`config.mk`:
```
export PLATFORM = sky130hd
export DESIGN_NAME = uart_receiver
export DESIGN_NICKNAME = d
export VERILOG_FILES = /design/src/rtl/uart_receiver.sv
export SDC_FILE = /design/constraint.sdc
export NUM_CORES = 1
export LEC_CHECK = 0
export ABC_AREA = 1
export CAP_MARGIN = 5
export CORE_UTILIZATION = 55
export CTS_BUF_LIST = sky130_fd_sc_hd__clkbuf_16
export CTS_CLUSTER_SIZE = 28
export DETAILED_ROUTE_END_ITERATION = 8
export GPL_TIMING_DRIVEN = 1
export HOLD_SLACK_MARGIN = 0.15
export PLACE_DENSITY = 0.78
export REMOVE_ABC_BUFFERS = 1
export SLEW_MARGIN = 10
export SYNTH_ARGS = -nofsm -noshare
export SYNTH_HDL_FRONTEND = slang
export SYNTH_SLANG_ARGS = --single-unit
```
`constraint.sdc`:
```
create_clock -name clk -period 1.85 [get_ports clk]
set_clock_uncertainty 0.1 [all_clocks]
set_input_delay 0.4625 -clock clk [delete_from_list [all_inputs] [get_ports clk]]
set_output_delay 0.4625 -clock clk [all_outputs]
set_load 0.005 [all_outputs]
```
`src/rtl/uart_receiver.sv`:
```
// 8N1 UART receiver: oversampled start qualification, mid-bit data sampling,
// stop-bit check with one-cycle done / framing-error strobes.
module uart_receiver #(
    parameter int unsigned OVERSAMPLE = 16,
    parameter int unsigned DATA_BITS  = 8
) (
    input  logic                 clk,
    input  logic                 rst,
    input  logic                 rx_enb,
    input  logic                 rx,
    output logic [DATA_BITS-1:0] doutrx,
    output logic                 donerx,
    output logic                 frame_err,
    output logic                 busy
);

    localparam int unsigned TW = $clog2(OVERSAMPLE);
    localparam int unsigned BW = $clog2(DATA_BITS + 1);
    localparam logic [TW-1:0] TICK_MID  = TW'(OVERSAMPLE / 2 - 1);
    localparam logic [TW-1:0] TICK_LAST = TW'(OVERSAMPLE - 1);
    localparam logic [BW-1:0] BIT_LAST  = BW'(DATA_BITS - 1);

    typedef enum logic [1:0] {
        S_IDLE  = 2'd0,
        S_START = 2'd1,
        S_DATA  = 2'd2,
        S_STOP  = 2'd3
    } state_t;

    state_t               state_q, state_d;
    logic [TW-1:0]        tick_cnt_q, tick_cnt_d;
    logic [BW-1:0]        bit_cnt_q, bit_cnt_d;
    logic [DATA_BITS-1:0] shift_q, shift_d;
    logic [DATA_BITS-1:0] dout_q, dout_d;
    logic                 done_q, done_d;
    logic                 ferr_q, ferr_d;
    logic                 rx_meta_q, rx_s_q;

    // Line idles high, so the synchronizer resets to 1 to avoid a phantom start bit.
    always_ff @(posedge clk or posedge rst) begin
        if (rst) begin
            rx_meta_q <= 1'b1;
            rx_s_q    <= 1'b1;
        end else begin
            rx_meta_q <= rx;
            rx_s_q    <= rx_meta_q;
        end
    end

    always_ff @(posedge clk or posedge rst) begin
        if (rst) begin
            state_q    <= S_IDLE;
            tick_cnt_q <= '0;
            bit_cnt_q  <= '0;
            shift_q    <= '0;
            dout_q     <= '0;
            done_q     <= 1'b0;
            ferr_q     <= 1'b0;
        end else begin
            state_q    <= state_d;
            tick_cnt_q <= tick_cnt_d;
            bit_cnt_q  <= bit_cnt_d;
            shift_q    <= shift_d;
            dout_q     <= dout_d;
            done_q     <= done_d;
            ferr_q     <= ferr_d;
        end
    end

    always_comb begin
        state_d    = state_q;
        tick_cnt_d = tick_cnt_q;
        bit_cnt_d  = bit_cnt_q;
        shift_d    = shift_q;
        dout_d     = dout_q;
        done_d     = 1'b0;
        ferr_d     = 1'b0;
        if (rx_enb) begin
            case (state_q)
                S_IDLE: begin
                    if (!rx_s_q) begin
                        state_d    = S_START;
                        tick_cnt_d = '0;
                    end
                end
                S_START: begin
                    if (tick_cnt_q == TICK_MID) begin
                        tick_cnt_d = '0;
                        bit_cnt_d  = '0;
                        state_d    = rx_s_q ? S_IDLE : S_DATA;
                    end else begin
                        tick_cnt_d = tick_cnt_q + 1'b1;
                    end
                end
                S_DATA: begin
                    if (tick_cnt_q == TICK_LAST) begin
                        shift_d    = {rx_s_q, shift_q[DATA_BITS-1:1]};
                        tick_cnt_d = '0;
                        bit_cnt_d  = bit_cnt_q + 1'b1;
                        if (bit_cnt_q == BIT_LAST) begin
                            state_d = S_STOP;
                        end
                    end else begin
                        tick_cnt_d = tick_cnt_q + 1'b1;
                    end
                end
                S_STOP: begin
                    if (tick_cnt_q == TICK_LAST) begin
                        tick_cnt_d = '0;
                        state_d    = S_IDLE;
                        if (rx_s_q) begin
                            dout_d = shift_q;
                            done_d = 1'b1;
                        end else begin
                            ferr_d = 1'b1;
                        end
                    end else begin
                        tick_cnt_d = tick_cnt_q + 1'b1;
                    end
                end
                default: begin
                    state_d    = S_IDLE;
                    tick_cnt_d = '0;
                    bit_cnt_d  = '0;
                end
            endcase
        end
    end

    always_comb begin
        busy      = (state_q != S_IDLE);
        doutrx    = dout_q;
        donerx    = done_q;
        frame_err = ferr_q;
    end

endmodule

```
* After elaboration in Yosys (flattened, before gate mapping)
Index checks and enable logic that the tools add are counted.
** Storage, ports and cells
- Input bits :: 4
- Logic and storage cells :: 53
- Register bits :: 30
- Output and inout bits :: 11
** Cells by class
- Add/sub/neg operators :: 2
- Mux-type cells :: 22
- Eq/ne operators :: 11
- Reductions and logical operators :: 9
** Operators with widths (number)
- 4-bit two-way mux :: 5
- 2-bit two-way mux :: 6
- 4-bit one-hot mux with 3 select lines :: 1
- 2-bit != test, second input constant :: 5
- 4-bit by 1-bit adder with 4-bit output, second input constant :: 2
- 4-bit by 3-bit == test with 1-bit output, second input constant :: 2
- 1-bit two-way mux :: 8
- 2-bit one-hot mux with 4 select lines :: 1
- 4-bit one-hot mux with 2 select lines :: 1
- 4-bit AND reduction :: 2
- 6-bit AND reduction :: 1
- 2-bit == test, second input constant :: 2
- 4-bit == test, second input constant :: 1
- 2-bit nonzero test :: 2
- 3-bit AND reduction :: 1
- 2-bit by 1-bit == test with 1-bit output, second input constant :: 1
- 2-bit zero test :: 1
- 2-bit AND reduction :: 1
- 2-bit OR reduction :: 1

* Depth between registers and ports, before layout
Gate-level depths: netlist of the first run.
- Depth after elaboration :: 4
- Depth in mapped cells :: 9
- Depth with buffers taken out :: 9

* Worst setup path after synthesis of the first run
Ideal clock, no wire load.
- Path type :: reg2reg
- Start point :: register tick_cnt_q[0]
- End point :: register shift_q[0]
- Clock period less this slack :: 1.438 ns
- Stages on the path, launching flop included :: 8
- Buffers on the path :: 1
- Arrival :: 1.220 ns
- Setup slack :: 0.412 ns
- Setup time :: 0.118 ns
- Data required time :: 1.632 ns
- Cell sequence :: dfrtp_1 -> ha_1 -> nand3_1 -> inv_1 -> nand3_2 -> buf_6 -> nand2_1 -> o21ai_2
** Between the ends
- Cells in the longest elaborated chain, start to end :: 2
** Ends and longest elaborated chain
- start, declared :: RTL line 31 : logic [TW-1:0] tick_cnt_q, tick_cnt_d;
- start signal, assigned :: RTL line 61 : tick_cnt_q <= tick_cnt_d;
- 4-bit == test :: RTL line 96 : if (tick_cnt_q == TICK_LAST) begin
- 3-bit AND reduction (no source line)
- end signal, assigned :: RTL line 63 : shift_q <= shift_d;
- end, declared :: RTL line 33 : logic [DATA_BITS-1:0] shift_q, shift_d;
No other way between the ends.
A chain may end at the register's enable or synchronous reset.

* Final worst setup path of the first run
- Start point :: register dout_q[1], in the netlist doutrx[1]
- End point :: output doutrx[1]
** RTL lines
- start, declared :: RTL line 34 : logic [DATA_BITS-1:0] dout_q, dout_d;
- start signal, assigned :: RTL line 64 : dout_q <= dout_d;
- end, declared :: RTL line 11 : output logic [DATA_BITS-1:0] doutrx,
No word-level cell between the ends.

==> results.json, run 1 <==
{
  "h-tree-depth": 2,
  "dp_hpwl_microns": 1730,
  "fin_nets": 181,
  "finalSetupViolCount": 0,
  "finalMaxSlewViolations": 0,
  "drt-initial-drc-count": 14,
  "synth_cell_types": 24,
  "antenna_found_initial": 0,
  "path_buf_inv": 1,
  "start_util_pct": 57.7,
  "cp-end-kind": "output pin",
  "drt-total-wl_microns": 2340,
  "hold_path_class": "reg2reg",
  "syn_area_sq_um": 1420,
  "clock_latency_ns": 0.27,
  "core_sq_um": 2450,
  "fin_crit_sh_pct": 92.2,
  "vias": 1039,
  "cp-start-kind": "register",
  "max-clock-path-buffers": 2,
  "cts.clk_slew.worst_paths_ns": 0.05,
  "vdd_ir_drop_max_mv": 0.837,
  "multiInputGateArea_sq_um": 551,
  "maxCapViolCount": 0,
  "via_per_inst": 5.04,
  "num_rows": 18,
  "finalWeightedCongestion": 0.828,
  "yosys.area.top_type": "dfrtp_1",
  "synth_area_leaders": "dfrtp_1, nand2_1, o21ai_2, inv_1, nand3_1",
  "yosysWarnings": 0,
  "nFillCells": 182,
  "ant_nets": 0,
  "stdcell_area_sq_um": 1790,
  "cts.sinks": 30,
  "seq_area_frac_synth_pct": 53.2,
  "cp_max_fo": 2,
  "cpMaxStageDelayCell": "clkdlybuf4s50_1",
  "drcViolationCount": 0,
  "slew_headroom_pct": 74.2,
  "status": "finished clean",
  "layout-drive-gt1-share_pct": 24.4,
  "cp_slowest_stage_delay_ns": 0.51,
  "die_height_microns": 52.7,
  "critPathKind": "reg2out",
  "yosysTopAreaCellShare_pct": 49.5,
  "dieArea_sq_um": 2780,
  "firstDrtPassIters": 4,
  "crit_chain": "clkdlybuf4s50_1",
  "grt_pass1_wl_microns": 4240,
  "tns_ns": 0,
  "power.density_nw_per_um2": 1110,
  "ys_seq_elements": 30,
  "syn_inst": 151,
  "hold_buffers": 0,
  "cts_buffers": 5,
  "clock.fmax_mhz": 586,
  "syn2layout_area_growth_pct": 26.4,
  "placed_area_sq_um": 1610,
  "grtUsageTotal_pct": 21.5,
  "clockRootBuffer": "clkbuf_16",
  "antenna_cells": 0,
  "syn_avg_cell_area_sq_um": 9.38,
  "hold_viol": 0,
  "grt_pass1_vias": 1014,
  "post_drt_wl_per_cell_microns": 11.4,
  "io_pins": 15,
  "crit_required_ns": 1.29,
  "worstMarginPinSlew_ns": 0.387,
  "overflow": 0,
  "numPortBuffers": 14,
  "crit_arrival_ns": 1.14,
  "worst_path_dominant_cell_family": "buffers and inverters",
  "power_leakage_nw": 0.861,
  "register_area_sq_um": 754,
  "tritoncts": "done",
  "fp.dieW_microns": 52.7,
  "grt_max_degree": 23,
  "rsz0062_at_grt": "no",
  "timing.final.crit_period_ns": 1.71
}
==> cell usage after synthesis, drive strengths merged <==
cell type	count
inv	24
or2	1
dfrtp	28
ha	2
dfstp	2
buf	2
nor2	5
a22oi	1
a21boi	1
o21ai	23
nand4	1
nand2	43
nand3	13
nor3	1
o21bai	1
xor2	3
==> cell usage in the layout (no fill, tap or decap), drive strengths merged <==
cell / synthesis / routed
nand2: 43 / 43
dfrtp: 28 / 28
inv: 24 / 24
o21ai: 23 / 23
clkdlybuf4s50: 0 / 13
nand3: 13 / 13
clkbuf: 0 / 5
buf: 2 / 5
nor2: 5 / 5
xor2: 3 / 3
ha: 2 / 2
clkinv: 0 / 2
dfstp: 2 / 2
a21boi: 1 / 1
a22oi: 1 / 1
nand4: 1 / 1
nor3: 1 / 1
or2: 1 / 1
o21bai: 1 / 1
bufinv: 0 / 1
dlymetal6s2s: 0 / 1
==> worst paths after layout <==
path                                        endpoint  cells past startpoint  slack, ns                 startpoint
setup / recovery                           doutrx[1]                      1       0.14      doutrx[1]$_DFFE_PP0P_
hold / removal                      rx_s_q$_DFF_PP1_                      0       0.25        rx_meta_q$_DFF_PP1_
setup reg to reg              shift_q[4]$_DFFE_PP0P_                      7       0.27  tick_cnt_q[0]$_DFFE_PP0P_
hold reg to reg                     rx_s_q$_DFF_PP1_                      0       0.25        rx_meta_q$_DFF_PP1_
max in group asynchronous  tick_cnt_q[1]$_DFFE_PP0P_                      3       0.84                        rst
min in group asynchronous   bit_cnt_q[0]$_DFFE_PP0P_                      2       0.38                        rst
==> layer usage <==
layer  vias to the layer above  wire (microns)  global-route usage [%]  share of wire (%)
met4                         0              28                    7.89                1.2
met5                         -               0                       0                  0
met2                        20            1200                    37.8                 51
li1                        524               -                       -                  -
met3                         5              91                    6.09                3.9
met1                       490            1020                    24.4                 44
==> per-stage QoR <==
stage	power [mW]	hold slack [ns]	setup slack [ns]	instances	util, %
floorplan	1.02	0.245	0.344	149	-
global placement	1.09	0.246	0.0696	197	65.7
detailed placement	1.11	0.247	0.00293	197	65.7
CTS	2.02	0.254	0.0123	206	72.8
global route	2.11	0.262	0.106	206	72.9
finish	1.99	0.254	0.144	206	72.9
==> logic make-up (layout without fill, tap and decap cells) <==
family	Yosys count	after routing	share of synthesized area, %
compound gates	26	26	13.7
fa+ha+maj	2	2	1.77
flops	30	30	53.2
xor+xnor	3	3	1.86
buf+inv	26	51	7.95
simple gates	64	64	21.6
==> flip-flops by register name, summed over array words and instances (netlist names), named ones only <==
register    flops
bit_cnt_q       4
donerx          1
doutrx          8
frame_err       1
rx_meta_q       1
rx_s_q          1
shift_q         8
state_q         1
tick_cnt_q      4
==> cell type report <==
class | instances | area share (%)
multi-input cells | 95 | 30.7
flip-flops and latches | 30 | 42.1
well taps | 30 | 2.10
clock inverters | 3 | 2.24
inverters | 24 | 5.03
clock buffers | 5 | 6.99
repair buffers | 19 | 10.8
==> report_power, final <==
group          internal [mW]  total (mW)  switching [mW]  leakage [nW]
registers              0.737       0.799          0.0619         0.398
clock network          0.628       0.893           0.265        0.0836
logic                  0.123       0.302           0.179         0.379
==> timing repair <==
action                     in CTS  in global routing
setup buffers                   1                  0
gates resized for setup         1                  1
setup endpoints to repair       1                  1
Note: power is estimated with default switching activity, not from simulation.
==> run 2, diff against run 1 <==
--- a/config.mk
+++ b/config.mk
@@ -6,7 +6,6 @@
 export NUM_CORES = 1
 export LEC_CHECK = 0
 export ABC_AREA = 1
-export CAP_MARGIN = 5
 export CORE_UTILIZATION = 55
 export CTS_BUF_LIST = sky130_fd_sc_hd__clkbuf_16
 export CTS_CLUSTER_SIZE = 28
==> results of run 2 <==
No change in the layout: final DEF, timing and power equal those of run 1.
